**src/rtl/up_uart_pkg.sv**
```systemverilog
// up_uart_pkg: shared definitions for the up UART receive peripheral.
// Holds the receiver FSM encoding, STATUS register bit positions, register
// select codes and the even-parity helper used when UP_UART_RX_PARITY_EN is set.
package up_uart_pkg;

  typedef enum logic [2:0] {
    IDLE    = 3'd0,
    START   = 3'd1,
    DATA    = 3'd2,
    PARITY  = 3'd3,
    STOP    = 3'd4,
    WAIT_HI = 3'd5
  } rx_state_e;

  // STATUS register bit positions
  localparam int STAT_NEMPTY = 0;
  localparam int STAT_FULL   = 1;
  localparam int STAT_OVR    = 2;
  localparam int STAT_FERR   = 3;
  localparam int STAT_PERR   = 4;

  // Register select on the read bus
  localparam logic ADDR_DATA   = 1'b0;
  localparam logic ADDR_STATUS = 1'b1;

  // Even parity: data bits plus parity bit must hold an even number of ones.
  function automatic logic even_parity_ok(input logic [7:0] dat, input logic par);
    return ~(^{dat, par});
  endfunction

endpackage

```
**src/rtl/up_uart_rx_fifo.sv**
```systemverilog
// up_uart_rx_fifo: synchronous DEPTH x 8 FIFO for received bytes.
// Ports: clk/nRst; push_i/din_i write, pop_i read (dout_o shows the head
// combinationally); full_o, empty_o and count_o report occupancy.
// A push while full is accepted only if a pop happens in the same cycle;
// a pop while empty is ignored.
module up_uart_rx_fifo #(
  parameter int DEPTH = 4
) (
  input  logic                     clk,
  input  logic                     nRst,
  input  logic                     push_i,
  input  logic                     pop_i,
  input  logic [7:0]               din_i,
  output logic [7:0]               dout_o,
  output logic                     full_o,
  output logic                     empty_o,
  output logic [$clog2(DEPTH):0]   count_o
);

  localparam int AW = $clog2(DEPTH);
  localparam logic [AW:0] FULL_CNT = (AW+1)'(DEPTH);

  logic [7:0]    mem_q [DEPTH];
  logic [AW-1:0] wr_ptr_q, wr_ptr_d;
  logic [AW-1:0] rd_ptr_q, rd_ptr_d;
  logic [AW:0]   count_q, count_d;
  logic          do_push, do_pop;

  assign full_o  = (count_q == FULL_CNT);
  assign empty_o = (count_q == '0);
  assign count_o = count_q;
  assign dout_o  = mem_q[rd_ptr_q];

  assign do_pop  = pop_i & ~empty_o;
  // A pop frees the head slot this cycle, so a push into a full FIFO still fits.
  assign do_push = push_i & (~full_o | do_pop);

  always_comb begin
    wr_ptr_d = wr_ptr_q;
    rd_ptr_d = rd_ptr_q;
    count_d  = count_q;
    if (do_push) wr_ptr_d = wr_ptr_q + AW'(1);
    if (do_pop)  rd_ptr_d = rd_ptr_q + AW'(1);
    case ({do_push, do_pop})
      2'b10:   count_d = count_q + (AW+1)'(1);
      2'b01:   count_d = count_q - (AW+1)'(1);
      default: count_d = count_q;
    endcase
  end

  always_ff @(posedge clk or negedge nRst) begin
    if (!nRst) begin
      wr_ptr_q <= '0;
      rd_ptr_q <= '0;
      count_q  <= '0;
    end else begin
      wr_ptr_q <= wr_ptr_d;
      rd_ptr_q <= rd_ptr_d;
      count_q  <= count_d;
    end
  end

  always_ff @(posedge clk) begin
    if (do_push) mem_q[wr_ptr_q] <= din_i;
  end

endmodule

```
**src/rtl/up_uart_rx.sv**
```systemverilog
// up_uart_rx: memory-mapped UART receiver (8N1, or 8E1 with UP_UART_RX_PARITY_EN).
// Ports: clk, nRst (async active-low); rx serial in (async, idle high);
// re/addr read strobe and select (0 DATA, 1 STATUS); out registered read data
// (one cycle after re, held until next re); irq high while the FIFO is non-empty.
module up_uart_rx
  import up_uart_pkg::*;
#(
  parameter int CLK_DIV = 16,
  parameter int DEPTH   = 4
) (
  input  logic       clk,
  input  logic       nRst,
  input  logic       rx,
  input  logic       re,
  input  logic       addr,
  output logic [7:0] out,
  output logic       irq
);

  localparam int CW = $clog2(CLK_DIV);
  localparam int AW = $clog2(DEPTH);
  localparam logic [CW-1:0] CNT_HALF = CW'(CLK_DIV/2 - 1);
  localparam logic [CW-1:0] CNT_FULL = CW'(CLK_DIV - 1);

  // Two-flop synchroniser; only rx_sync_q is used downstream.
  logic rx_meta_q, rx_sync_q;

  always_ff @(posedge clk or negedge nRst) begin
    if (!nRst) begin
      rx_meta_q <= 1'b1;
      rx_sync_q <= 1'b1;
    end else begin
      rx_meta_q <= rx;
      rx_sync_q <= rx_meta_q;
    end
  end

  // Receiver FSM
  rx_state_e     state_q, state_d;
  logic [CW-1:0] cnt_q, cnt_d;
  logic [2:0]    bit_idx_q, bit_idx_d;
  logic [7:0]    shift_q, shift_d;
  logic          par_bit_q, par_bit_d;
  logic          par_bad;
  logic          expired;
  logic          push_req;
  logic          ferr_set;
  logic          perr_set;

  assign expired = (cnt_q == '0);

`ifdef UP_UART_RX_PARITY_EN
  assign par_bad = ~even_parity_ok(shift_q, par_bit_q);
`else
  assign par_bad = 1'b0;
`endif

  always_comb begin
    state_d   = state_q;
    cnt_d     = cnt_q;
    bit_idx_d = bit_idx_q;
    shift_d   = shift_q;
    par_bit_d = par_bit_q;
    push_req  = 1'b0;
    ferr_set  = 1'b0;
    perr_set  = 1'b0;
    case (state_q)
      IDLE: begin
        if (!rx_sync_q) begin
          state_d = START;
          cnt_d   = CNT_HALF;
        end
      end
      START: begin
        if (expired) begin
          // Line back high at mid start bit: a glitch, not a frame.
          if (rx_sync_q) begin
            state_d = IDLE;
          end else begin
            state_d   = DATA;
            bit_idx_d = 3'd0;
            cnt_d     = CNT_FULL;
          end
        end else begin
          cnt_d = cnt_q - CW'(1);
        end
      end
      DATA: begin
        if (expired) begin
          shift_d[bit_idx_q] = rx_sync_q;
          cnt_d              = CNT_FULL;
          if (bit_idx_q == 3'd7) begin
`ifdef UP_UART_RX_PARITY_EN
            state_d = PARITY;
`else
            state_d = STOP;
`endif
          end else begin
            bit_idx_d = bit_idx_q + 3'd1;
          end
        end else begin
          cnt_d = cnt_q - CW'(1);
        end
      end
      PARITY: begin
`ifdef UP_UART_RX_PARITY_EN
        if (expired) begin
          par_bit_d = rx_sync_q;
          cnt_d     = CNT_FULL;
          state_d   = STOP;
        end else begin
          cnt_d = cnt_q - CW'(1);
        end
`else
        state_d = IDLE;
`endif
      end
      STOP: begin
        if (expired) begin
          perr_set = par_bad;
          if (rx_sync_q) begin
            push_req = ~par_bad;
            state_d  = IDLE;
          end else begin
            // Low stop bit: framing error; wait out any break before re-arming.
            ferr_set = 1'b1;
            state_d  = WAIT_HI;
          end
        end else begin
          cnt_d = cnt_q - CW'(1);
        end
      end
      WAIT_HI: begin
        if (rx_sync_q) state_d = IDLE;
      end
      default: state_d = IDLE;
    endcase
  end

  always_ff @(posedge clk or negedge nRst) begin
    if (!nRst) begin
      state_q   <= IDLE;
      cnt_q     <= '0;
      bit_idx_q <= '0;
      shift_q   <= '0;
      par_bit_q <= 1'b0;
    end else begin
      state_q   <= state_d;
      cnt_q     <= cnt_d;
      bit_idx_q <= bit_idx_d;
      shift_q   <= shift_d;
      par_bit_q <= par_bit_d;
    end
  end

  // Receive FIFO
  logic          rd_data, rd_stat;
  logic [7:0]    fifo_dout;
  logic          fifo_full, fifo_empty;
  logic [AW:0]   fifo_count;

  assign rd_data = re & (addr == ADDR_DATA);
  assign rd_stat = re & (addr == ADDR_STATUS);

  up_uart_rx_fifo #(
    .DEPTH (DEPTH)
  ) u_fifo (
    .clk     (clk),
    .nRst    (nRst),
    .push_i  (push_req),
    .pop_i   (rd_data),
    .din_i   (shift_q),
    .dout_o  (fifo_dout),
    .full_o  (fifo_full),
    .empty_o (fifo_empty),
    .count_o (fifo_count)
  );

  // Register read side and sticky flags
  logic       ovr_q, ovr_d;
  logic       ferr_q, ferr_d;
  logic       perr_q, perr_d;
  logic       ovr_set;
  logic [7:0] out_q, out_d;
  logic       irq_q;
  logic [7:0] status_vec;

  // A full FIFO is never empty, so a DATA read in the same cycle frees room.
  assign ovr_set = push_req & fifo_full & ~rd_data;

  always_comb begin
    status_vec              = 8'h00;
    status_vec[STAT_NEMPTY] = ~fifo_empty;
    status_vec[STAT_FULL]   = fifo_full;
    status_vec[STAT_OVR]    = ovr_q;
    status_vec[STAT_FERR]   = ferr_q;
    status_vec[STAT_PERR]   = perr_q;
  end

  always_comb begin
    out_d = out_q;
    if (rd_data) out_d = fifo_empty ? 8'h00 : fifo_dout;
    if (rd_stat) out_d = status_vec;
    // Clear-on-read, but an event in the read cycle keeps its flag set.
    ovr_d  = (ovr_q  & ~rd_stat) | ovr_set;
    ferr_d = (ferr_q & ~rd_stat) | ferr_set;
    perr_d = (perr_q & ~rd_stat) | perr_set;
  end

  always_ff @(posedge clk or negedge nRst) begin
    if (!nRst) begin
      out_q  <= 8'h00;
      irq_q  <= 1'b0;
      ovr_q  <= 1'b0;
      ferr_q <= 1'b0;
      perr_q <= 1'b0;
    end else begin
      out_q  <= out_d;
      irq_q  <= (fifo_count != '0);
      ovr_q  <= ovr_d;
      ferr_q <= ferr_d;
      perr_q <= perr_d;
    end
  end

  assign out = out_q;
  assign irq = irq_q;

endmodule

```
**config.mk**
```make
export PLATFORM = sky130hd
export DESIGN_NAME = up_uart_rx
export DESIGN_NICKNAME = d
export VERILOG_FILES = /design/src/rtl/up_uart_pkg.sv /design/src/rtl/up_uart_rx_fifo.sv /design/src/rtl/up_uart_rx.sv
export SDC_FILE = /design/constraint.sdc
export NUM_CORES = 1
export LEC_CHECK = 0
export BUFFER_PORTS_ARGS = -buffer_cell sky130_fd_sc_hd__clkbuf_2
export CAP_MARGIN = 20
export CORE_ASPECT_RATIO = 1.75
export CORE_MARGIN = 2
export CORE_UTILIZATION = 60
export CTS_BUF_LIST = sky130_fd_sc_hd__clkbuf_4
export DETAILED_ROUTE_END_ITERATION = 6
export PLACE_DENSITY_LB_ADDON = 0.1
export SLEW_MARGIN = 20
export SYNTH_ARGS = -nofsm -noshare
export SYNTH_HDL_FRONTEND = slang
export SYNTH_SLANG_ARGS = --single-unit
```
**constraint.sdc**
```tcl
create_clock -name clk -period 3.4 [get_ports clk]
set_input_delay 0.51 -clock clk [delete_from_list [all_inputs] [get_ports clk]]
set_output_delay 0.51 -clock clk [all_outputs]
set_load 0.03 [all_outputs]
```
==> results of run 1 <==
cells in the final DEF (no fill, tap or decap), types with 3 or more instances in the layout:
cell type and count:
clkbuf_2 13, nand2b_1 3, clkbuf_4 10, bufinv_16 3, a31oi_1 4, xnor2_1 5, edfxtp_1 32, nor3_1 3
dfrtp_1 37, a21oi_1 8, and2_1 6, o21ai_0 11, mux2_2 8, a22oi_1 3, nand3_1 5, nor2_1 13
inv_1 17, mux2_1 4, mux4_2 8, ha_1 8, nor2b_1 3, nand2_1 12
cells by family (layout without fill, tap and decap cells):
group / Yosys count / in the layout / synth area share, %
flip-flops: 71 / 71 / 61.8
AND/OR/NAND/NOR: 58 / 58 / 10.7
AO/OA/AOI/OAI: 37 / 37 / 7.70
buffers and inverters: 26 / 46 / 3.35
multiplexers: 22 / 22 / 10.7
adder cells (fa/ha/maj): 9 / 9 / 3.83
XOR/XNOR: 7 / 7 / 1.95
state kept, by name, indices dropped and copies added, names as in the netlist, 2 cells and up:
register and count:
out 8, bit_idx_q 3, u_fifo.wr_ptr_q 2, u_fifo.rd_ptr_q 2, u_fifo.count_o 3, shift_q 8, u_fifo.mem_q 32, cnt_q 4
state_q 3
layout make-up:
type | count | area (µm²) | area share, %
well taps | 54 | 67.6 | 1.98
repair buffers | 13 | 65.1 | 1.91
clock buffers | 10 | 75.1 | 2.20
multi-input cells | 133 | 1090 | 32.0
inverters | 17 | 63.8 | 1.87
flip-flops and latches | 71 | 1940 | 56.8
clock inverters | 6 | 109 | 3.19
stage by stage:
step                power [W]  worst slack (ps)  util [%]  instance area, µm²
global placement      0.00152               775      64.3                3230
detailed placement    0.00156               627      64.3                3230
CTS                   0.00223               620      68.0                3410
floorplan             0.00144               896         -                3140
finish                0.00220               596      68.0                3410
global route          0.00232               392      68.0                3410
cell usage after synthesis, drive strengths merged, types with 2 or more instances:
cell    number  area, µm²
a21oi        8       40.0
a22oi        3       22.5
a31oi        4       25.0
and2         6       37.5
buf          4       22.5
clkbuf       5       18.8
dfrtp       37        926
dfstp        2       52.6
edfxtp      32        961
ha           8        100
inv         17       63.8
mux2        12        135
mux2i        2       20.0
mux4         8        180
nand2       12       45.0
nand2b       3       18.8
nand3        5       25.0
nand3b       2       15.0
nor2        14       55.1
nor2b        3       18.8
nor3         4       25.0
nor3b        2       26.3
nor4         3       33.8
o21ai       12       60.1
xnor2        5       43.8
xor2         2       17.5
path summary, 6_finish.rpt:
path / from / to / slack (ps) / cells past startpoint
max reg2reg: cnt_q[0]$_DFFE_PN0P_ / u_fifo.count_o[2]$_DFFE_PN0P_ / 600 / 11
max in group asynchronous: nRst / cnt_q[2]$_DFFE_PN0P_ / 2550 / 1
min: rx / rx_meta_q$_DFF_PN1_ / 190 / 1
max: cnt_q[0]$_DFFE_PN0P_ / u_fifo.count_o[2]$_DFFE_PN0P_ / 600 / 11
min reg2reg: rx_meta_q$_DFF_PN1_ / rx_sync_q$_DFF_PN1_ / 360 / 0
min in group asynchronous: nRst / u_fifo.count_o[2]$_DFFE_PN0P_ / 250 / 1
metal layers:
| layer | vias to the layer above | wire, µm | share of wire [%] |
|---|---|---|---|
| met4 | 0 | 82 | 1.5 |
| met2 | 43 | 3180 | 60 |
| li1 | 864 | - | - |
| met1 | 900 | 1890 | 36 |
| met3 | 9 | 149 | 2.8 |
| met5 | - | 0 | 0 |
power groups by stage:
stage                     Clock (W)  Combinational [W]  Sequential, W
after floorplan                   0           0.000326        0.00112
after global placement            0           0.000382        0.00114
after detailed placement          0           0.000411        0.00115
after CTS                  0.000682           0.000413        0.00113
after global routing       0.000707           0.000460        0.00115
final                      0.000660           0.000410        0.00113
==> results.tsv, run 1 <==
metric	value	unit
outcome	finished, violations left	
failing checks	design-rule violations	
power per unit of standard cell area	644	nW/µm²
Core Region	5020	µm²
crit path time final	2800	ps
syn_area_per_cell	13.6	µm²
Die Ht	99.7	µm
vias in the first global route	1920	
drt drc	3	
proportion of synthesized chip area in sequential cells	61.8	%
# H-tree levels	3	
slowest cell on the critical path	dfrtp_1	
number of buffers and inverters on the critical path	2	
Setup crit start kind	flop	
largest voltage drop on the vdd net	0.372	mV
CTS Buffer Depth	2	
max-cap viol count	0	
portion of total power attributed to the clock network	30.0	%
cts hold-fix bufs	0	
die area	5840	µm²
fraction of power consumed by sequential logic	51.3	%
number of buffers inserted to repair setup after CTS	0	
placed wire-length estimate	3910	µm
net count of the mapped netlist	244	
top-level I/O count	14	
filler-free cell count of the finished design	304	
layout filler cell count	377	
TritonCTS Sinks	71	
average wire per cell in the routed design	17.4	µm
count of cell types in the netlist	48	
routed vias/inst	5.97	
layout net count	259	
setup repair after global routing missed its margin	false	
Net Switching	0.000647	W
sum of negative setup slack	0	ps
maximum number of pins on one net before global-route repair	40	
via count	1816	
count of buffers from port buffering	13	
Final Hold Violating Endpoints	0	
Most Used Layer, Global Route	met2	
total number of placement rows	34	
Setup crit end kind	flop	
first-pass GRT wire length	8920	µm
cell total after placement	288	
EDFF count, synth	32	
combinational cell fraction of total power	18.6	%
flip-flop and latch count after synthesis	71	
placer's final routability congestion estimate	0.851	
CTS clk-pin slew, worst paths	100	ps
transition time at the pin with the least slew margin	965	ps
data required time at the worst endpoint	3720	ps
yosys warns	0	
internal power summed over all cells	0.00155	W
share of the clock period used by the worst path	82.5	%
maximum achievable frequency	0.357	GHz
buffer type at the clock tree root	clkbuf_4	
static leakage	1.43	nW
skew final	12.2	ps
global routing usage on met1	20.6	%
Horiz. Die Dim	58.7	µm
proportion of register bits with asynchronous set or reset after synthesis	54.9	%
most used flip-flop cell after synthesis	dfrtp_1	
source-to-sink clock delay at the later pin of the worst-skew pair	400	ps
Final Slew Violations	0	
effective utilization at floorplan	62.5	%
Hold/Removal Path Class	primary input to flop	
number of antenna violations at the first check in global routing	0	
Detailed Route WL	5300	µm
total global routing track utilization	21.3	%
antenna diode count	0	
number of failing setup endpoints in the final timing report	0	
Post-Syn Instances	230	
Area Overhead vs Synth	8.78	%
headroom to the max-slew limit	35.7	%
post-route antenna net violation count	0	
hold_ws	192	ps
met2 usage in global routing	39.8	%
Inserted Clock Buffers	9	
met3 track utilization from global routing	5.07	%
first drt pass iteration count	7	
Top delay family on crit path	adder cells	
Synth Cell Area	3140	µm²
layout cell share with drive strength beyond 1	21.6	%
detailed router's first-iteration violation count	100	
peak fanout along the critical path	8	
total gr overflow	0	
data arrival time of the worst path	3120	ps
cells resized by post-CTS repair	0	
switching share of power	29.5	%
TritonCTS clock tree	done	
sequence of cells on the critical path	inv_1 > ha_1 > nor3b_4 > and4_1 > a21boi_4 > inv_1 > ha_1 > fa_1 > xnor2_1 > nor2_1 > xor2_1	
CP Class	flop to flop	
Largest stage delay, worst path	440	ps
No activity file was read; power rests on OpenSTA's default activity.
==> run 2, diff against run 1 <==
Clock period 3.4 ns to 2.75 ns, I/O delays scaled along.
==> run 2 against run 1 <==
The flow still finishes with violations (design-rule violations). Fmax up 12%. Clock-buffer cell count unchanged. Global-route usage is 0.29 points lower.
==> results.tsv, run 2 (same netlist as run 1, synthesis figures left out) <==
metric	value	unit
cts hold-fix bufs	0	
Die Ht	99.7	µm
total power after layout	0.00300	W
top-level I/O count	14	
number of antenna violations at the first check in global routing	0	
data arrival time of the worst path	2820	ps
Min-Delay Endpoint	rx_meta_q$_DFF_PN1_	
placer's final routability congestion estimate	0.780	
Setup crit end kind	flop	
largest voltage drop on the vdd net	0.554	mV
source-to-sink clock delay at the later pin of the worst-skew pair	410	ps
headroom to the max-slew limit	36.0	%
Area Overhead vs Synth	12.2	%
data required time at the worst endpoint	3060	ps
wire length on met2	3100	µm
antenna diode count	0	
# H-tree levels	3	
reg-to-reg critical path endpoint	u_fifo.count_o[2]$_DFFE_PN0P_	
detailed router's first-iteration violation count	78	
layout net count	264	
routed vias/inst	5.91	
flip-flop count of the largest register after layout	32	
met3 layer wire length in the routed design	144	µm
filler-free cell count of the finished design	309	
Final Instance Area	3520	µm²
sum of negative setup slack	0	ps
maximum achievable frequency	0.398	GHz
die area	5840	µm²
Core Region	5020	µm²
standard cell area after detailed placement	3260	µm²
effective utilization at floorplan	62.5	%
count of buffers from port buffering	13	
TritonCTS clock tree	done	
share of the clock period used by the worst path	91.4	%
failing checks	design-rule violations	
transition time at the pin with the least slew margin	960	ps
post-route antenna net violation count	0	
uppermost layer routed	met4	
total number of placement rows	34	
vias in the first global route	1879	
via count	1827	
leading cell types in the layout, fill and taps excluded	dfrtp_1, edfxtp_1, inv_1	
first-pass GRT wire length	8850	µm
cell total after placement	292	
worst hold path stage count	1	
skew final	10.3	ps
total global routing track utilization	21.0	%
power per unit of standard cell area	853	nW/µm²
CTS Buffer Depth	2	
Reg2Reg Depth	11	
setup slack of the most critical reg-to-reg path	240	ps
maximum number of pins on one net before global-route repair	40	
Inserted Clock Buffers	9	
Detailed Route WL	5360	µm
total gr overflow	0	
peak fanout along the critical path	5	
worst hold start	rx	
CTS clk-pin slew, worst paths	110	ps
buffer type at the clock tree root	clkbuf_4	
placed wire-length estimate	3750	µm
met1 wire length	2010	µm
number of failing setup endpoints in the final timing report	0	
first drt pass iteration count	7	
layout cell share with drive strength beyond 1	23.1	%
Hold/Removal Path Class	primary input to flop	
Setup crit start kind	flop	
max-cap viol count	0	
CP Class	flop to flop	
drt drc	4	
average wire per cell in the routed design	17.4	µm
static leakage	1.49	nW
worst reg2reg path startpoint	cnt_q[0]$_DFFE_PN0P_	
timing startpoint of the critical path	cnt_q[0]$_DFFE_PN0P_	
setup repair after global routing missed its margin	false	
outcome	finished, violations left	
Final Slew Violations	0	
post-route setup slack	238	ps
worst slack after detailed placement	186	ps
crit path time final	2510	ps
most common library cell in the layout ignoring fill and taps	dfrtp_1	
register containing the most flip-flops in the final layout	u_fifo.mem_q	
TritonCTS Sinks	71	
Horiz. Die Dim	58.7	µm
Final Hold Violating Endpoints	0	
-- run 2: metrics by stage --
step                      util, %  hold WS (ps)
after detailed placement     64.9           347
after CTS                    70.0          41.3
after floorplan                 -           117
final                        70.1          65.1
after global routing         70.1          52.4
after global placement       64.9           345
-- run 2: worst max path at each step --
stage,slack (ps),to,depth (start not counted)
2_1_floorplan,250,u_fifo.count_o[2]$_DFFE_PN0P_,11
3_5_place_dp,190,u_fifo.count_o[2]$_DFFE_PN0P_,11
6_report,240,u_fifo.count_o[2]$_DFFE_PN0P_,11
5_1_grt,70,u_fifo.count_o[2]$_DFFE_PN0P_,11
4_1_cts,170,u_fifo.count_o[2]$_DFFE_PN0P_,11
3_3_place_gp,300,u_fifo.count_o[2]$_DFFE_PN0P_,11
-- run 2: layout make-up --
cell class	instances	area, µm²
repair buffers	18	103
inverters	17	63.8
clock buffers	10	75.1
fillers	346	1500
multi-input cells	133	1090
flip-flops and latches	71	1940
well taps	54	67.6
clock inverters	6	180
-- run 2: timing repair --
| item | CTS | global route |
|---|---|---|
| gates resized for setup | 0 | 0 |
| buffers inserted | 0 | 1 |
| endpoints found under the hold margin | 0 | 0 |
| endpoints found under the setup margin | 0 | 1 |
-- run 2: power breakdown --
part / leakage [nW] / switching [W] / internal (W)
clock network: 0.131 / 0.000357 / 0.000746
registers: 0.813 / 0.000176 / 0.00121
logic: 0.543 / 0.000270 / 0.000244
-- run 2: critical path, stage by stage, from the launching register on --
cell,delay (ps)
dfrtp_1,430
inv_1,80
ha_1,210
nor3b_4,200
and4_1,260
a21boi_4,210
inv_1,60
ha_1,210
fa_1,380
xnor2_1,160
nor2_1,60
xor2_1,130
-- run 2: metal layers --
layer	GRT usage (%)	up-vias
li1	-	877
met1	22.1	909
met2	37.6	31
met3	3.90	10
met4	12.1	0
met5	0	-
